==> config.mk <==
export PLATFORM = sky130hd
export DESIGN_NAME = sobel_frame_streamer
export DESIGN_NICKNAME = d
export VERILOG_FILES = /design/src/rtl/sobel_frame_streamer.sv
export SDC_FILE = /design/constraint.sdc
export NUM_CORES = 1
export LEC_CHECK = 0
export CORE_MARGIN = 2
export CORE_UTILIZATION = 59
export CTS_BUF_LIST = sky130_fd_sc_hd__clkbuf_8
export CTS_CLUSTER_DIAMETER = 200
export DETAILED_ROUTE_END_ITERATION = 8
export MAX_ROUTING_LAYER = met4
export PLACE_DENSITY = 0.87
export SYNTH_ARGS = -nofsm -noshare
export SYNTH_HDL_FRONTEND = slang
export SYNTH_SLANG_ARGS = --single-unit
==> constraint.sdc <==
create_clock -name clk -period 3.15 [get_ports clk]
set_input_delay 0.63 -clock clk [delete_from_list [all_inputs] [get_ports clk]]
set_output_delay 0.63 -clock clk [all_outputs]
set_load 0.03 [all_outputs]
==> src/rtl/sobel_frame_streamer.sv <==
// Raster-order frame reader feeding the Sobel kernel: one pixel per cycle, optional inter-row gap.
// Latency mem_rd_o -> done_o is 2 cycles; no backpressure, the consumer must take every pixel.
module sobel_frame_streamer #(
  parameter int ROWS     = 480,
  parameter int COLS     = 640,
  parameter int LINE_GAP = 0,
  parameter int ADDR_W   = 19
) (
  input  logic              clk,
  input  logic              rst,
  input  logic              start_i,
  output logic              mem_rd_o,
  output logic [ADDR_W-1:0] mem_addr_o,
  input  logic [7:0]        mem_data_i,
  output logic [7:0]        grayscale_o,
  output logic              done_o,
  output logic              busy_o,
  output logic              frame_done_o
);

  localparam int ROW_W = (ROWS > 1) ? $clog2(ROWS) : 1;
  localparam int COL_W = $clog2(COLS);
  localparam int GAP_W = $clog2(LINE_GAP + 2);
  localparam logic [ROW_W-1:0] ROW_LAST = ROW_W'(ROWS - 1);
  localparam logic [COL_W-1:0] COL_LAST = COL_W'(COLS - 1);
  localparam logic [GAP_W-1:0] GAP_LAST = GAP_W'((LINE_GAP > 0) ? LINE_GAP - 1 : 0);

  typedef enum logic [1:0] {IDLE, READ, GAP, FLUSH} state_t;

  state_t            state, state_nxt;
  logic [ROW_W-1:0]  row;
  logic [COL_W-1:0]  col;
  logic [GAP_W-1:0]  gap_cnt;
  logic [ADDR_W-1:0] addr;
  logic              rd_d1, last_d1;
  logic              row_end, frame_end;

  assign row_end    = (col == COL_LAST);
  assign frame_end  = row_end && (row == ROW_LAST);
  assign mem_addr_o = rst ? '0 : addr;

  always_ff @(posedge clk) begin
    if (rst) state <= IDLE;
    else     state <= state_nxt;
  end

  always_comb begin
    state_nxt = state;
    mem_rd_o  = 1'b0;
    busy_o    = 1'b0;
    case (state)
      IDLE: if (start_i) state_nxt = READ;
      READ: begin
        mem_rd_o = 1'b1;
        busy_o   = 1'b1;
        if (frame_end)                         state_nxt = FLUSH;
        else if (row_end && (LINE_GAP > 0))    state_nxt = GAP;
      end
      GAP: begin
        busy_o = 1'b1;
        if (gap_cnt == GAP_LAST) state_nxt = READ;
      end
      FLUSH: begin
        busy_o = 1'b1;
        // Leave only once the last pixel is actually on the bus.
        if (frame_done_o) state_nxt = IDLE;
      end
      default: state_nxt = IDLE;
    endcase
    // Reset silences the outputs immediately so no read is launched in the reset cycle.
    if (rst) begin
      mem_rd_o = 1'b0;
      busy_o   = 1'b0;
    end
  end

  always_ff @(posedge clk) begin
    if (rst) begin
      row          <= '0;
      col          <= '0;
      gap_cnt      <= '0;
      addr         <= '0;
      rd_d1        <= 1'b0;
      last_d1      <= 1'b0;
      done_o       <= 1'b0;
      frame_done_o <= 1'b0;
      grayscale_o  <= '0;
    end else begin
      rd_d1        <= mem_rd_o;
      last_d1      <= mem_rd_o && frame_end;
      done_o       <= rd_d1;
      frame_done_o <= last_d1;
      if (rd_d1) grayscale_o <= mem_data_i;

      gap_cnt <= (state == GAP) ? gap_cnt + 1'b1 : '0;

      if (state == READ) begin
        if (frame_end) begin
          row  <= '0;
          col  <= '0;
          addr <= '0;
        end else if (row_end) begin
          col  <= '0;
          row  <= row + 1'b1;
          addr <= addr + 1'b1;
        end else begin
          col  <= col + 1'b1;
          addr <= addr + 1'b1;
        end
      end
    end
  end

endmodule

==> summary.txt <==
Run status
  • Status: finished clean

Placed design
  • Port bufs: 41
  • HPWL after DPL: ~3.6 mm
  • RePlAce Congestion: roughly 0.87
  • Worst slack, placed: approximately 0.55 ns

Worst setup path
  • CP arrival: 2.02 ns
  • Reg2reg start: state[0]$_SDFFE_PP0P_
  • Required time worst endpoint: 2.52 ns
  • Kind of end point of the critical path: output port
  • Crit Path Category: flip-flop to output port
  • Max FO, Critical Path: 12
  • CP Launch Point: state[0]$_SDFFE_PP0P_
  • CP startpoint kind: flip-flop

Logic synthesis
  • Synthesized instance count: roughly 290
  • Mapped Area: roughly 0.0025 sq mm
  • Sequential fraction of the synthesis area: 42.7%
  • Synth unique cells: 40
  • Yosys warns: 0
  • Asr flop ratio synth: 0%
  • Main synth FF type: dfxtp_1
  • Avg Cell Area, Syn: between 8 and 9 sq um
  • Synth Register Bits: 53
  • Post-synth EDFFs: 0
  • Mapped Nets: between 300 and 400

Timing
  • RSZ-0062 raised after global routing: false
  • Worst Hold Slack: about 0.47 ns
  • Clk_skew: 0.00899 ns
  • Final Cycle Share: 84.2%
  • Final slew viol count: 0
  • Least-Margin Pin Slew: between 0.6 and 0.7 ns
  • Setup TNS: 0 ns
  • PnR worst setup slack: 0.499 ns
  • Final Hold Violating Endpoints: 0
  • Endpoints failing setup: 0
  • Slew HR: a little over half
  • Fmax: around 380 MHz
  • Min cycle time layout: around 2.7 ns

Die
  • CORE AREA: 0.00403 sq mm
  • Full die area: 0.00475 sq mm
  • I/O Pins: 42
  • Die Wd: between 60 and 70 um
  • Starting Density: between 60% and 70%
  • Die Y: between 60 and 70 um
  • Site Rows: 23

CTS
  • CTS tree: yes
  • Clock Path Buffers: 2
  • Post-CTS setup buffer count: 0
  • Clock tree root buffer cell: clkbuf_8
  • Clk sink count: 53
  • H-tree level count: 2
  • # resized after CTS: 0
  • CTS buffer count: 5
  • Worst skew pair latency: a little over 0.3 ns
  • Clock transition at the registers of the reported paths: around 0.09 ns
  • CTS Hold Buffers Added: 0

Detailed routing
  • WL per Instance: 13.9 um
  • Routed Antenna Nets: 0
  • Routed wire length: between 5 and 6 mm
  • DRC Markers: 0
  • DR iter-0 viols: 85
  • Via-to-Cell Ratio: around 5.7
  • DRT Pass-1 Iters: 4
  • Vias: 2127

Finish
  • Seq. cell area: 0.00106 sq mm
  • Fillers: about 300
  • Multi-input gate area: 0.00133 sq mm
  • # diodes: 0
  • Area Overhead vs Synth: 20.6%
  • Nets: approximately 340
  • Most frequent cells in the layout: dfxtp_1 (53), clkdlybuf4s50_1 (40), nor2_1 (34)
  • Share of layout cells above drive strength 1: approximately 6.2%
  • Leading cell type in the layout, fill and taps excluded: dfxtp_1

Worst hold path
  • Worst hold path startpoint: last_d1$_SDFF_PP0_
  • Hold Crit Class: flip-flop to flip-flop

Run
  • Max Cap Violations: 0

Power
  • Leak: between 1 and 1.5 nW
  • Pwr Total: 0.00122 W
  • PD cells: slightly above 400 mW/mm^2
  • Maximum vdd ir drop: ~0.37 mV

GRT
  • Vias in the first global route: 2048
  • First-pass GRT wire length: approximately 8.7 mm
  • Gr ovfl total: 0
  • Initial antenna violation count: 0
  • GRT Total Usage: 25.0%
  • Largest net degree at the start of global routing: 39
area by class of cell:
cell class	instances	area share, %
timing repair buffer	44	14.3
clock buffer	7	3.22
tap	50	2.09
multi-input combinational	213	44.3
clock inverter	1	0.167
sequential	53	35.4
inverter	4	0.501
per-layer routing:
layer  wire length [um]  share of wire (%)  global-route usage, %
met1               2370                 46                   30.3
met4                 61                1.2                   9.80
met5                  0                  0                      -
met3                233                4.5                   5.84
met2               2500                 48                   40.5
report_power, final:
| part | internal [W] | total, W | leakage (nW) | switching (W) |
|---|---|---|---|---|
| sequential | 0.000682 | 0.000699 | 0.429 | 0.0000162 |
| combinational | 0.0000458 | 0.000101 | 0.534 | 0.0000554 |
| clock | 0.000199 | 0.000418 | 0.0542 | 0.000219 |
kinds of logic (layout without fill, tap and decap cells):
logic type / after synthesis / in the layout / synth area share [%]
multiplexers: 8 / 8 / 3.22
flip-flops: 53 / 53 / 42.7
XOR/XNOR: 19 / 19 / 6.70
AO/OA/AOI/OAI: 41 / 41 / 9.67
AND/OR/NAND/NOR: 142 / 142 / 32.4
buffers and inverters: 21 / 56 / 3.83
adder cells (fa/ha/maj): 3 / 3 / 1.51
critical path, stage by stage (launching register included):
cell and delay, ns:
dfxtp_1 0.57, nand2b_1 0.30, nor2_1 0.16, clkdlybuf4s50_1 0.69
state kept, by name, indices dropped and copies added, names as in the netlist:
| name | cells |
|---|---|
| addr | 19 |
| col | 10 |
| done_o | 1 |
| frame_done_o | 1 |
| gap_cnt | 1 |
| grayscale_o | 8 |
| last_d1 | 1 |
| rd_d1 | 1 |
| row | 9 |
| state | 2 |
synthesized netlist by cell type (all sizes together), types with 4 or more instances:
cell type   n  share of area, %
o21ai      12               2.4
nor3        6               1.6
clkbuf      9               1.4
nand4      14               3.5
buf         8               1.9
dfxtp      53                43
and4        6               2.1
mux2i       8               3.2
or3         9               2.3
xor2       15               5.3
nor2b      20               5.0
nor2       34               5.1
nand2      17               2.6
nand3      16               3.6
inv         4              0.60
o211ai      5               1.5
xnor2       4               1.4
a21oi      18               3.6
final timing paths:
check / endpoint / slack [ns] / cells after the start
hold / removal: frame_done_o$_SDFF_PP0_ / 0.47 / 1
setup / recovery: mem_rd_o / 0.50 / 3
hold reg to reg: frame_done_o$_SDFF_PP0_ / 0.47 / 1
setup reg to reg: addr[13]$_SDFFE_PP0N_ / 1.15 / 4
stage by stage:
stage | util [%] | cell area [sq um] | std cells
after global routing | 74.4 | 3000 | 372
after detailed placement | 71.9 | 2900 | 364
after CTS | 74.4 | 3000 | 372
final | 74.4 | 3000 | 372
after floorplan | - | 2480 | 287
after global placement | 71.9 | 2900 | 364
(Power assumes the default switching activity.)
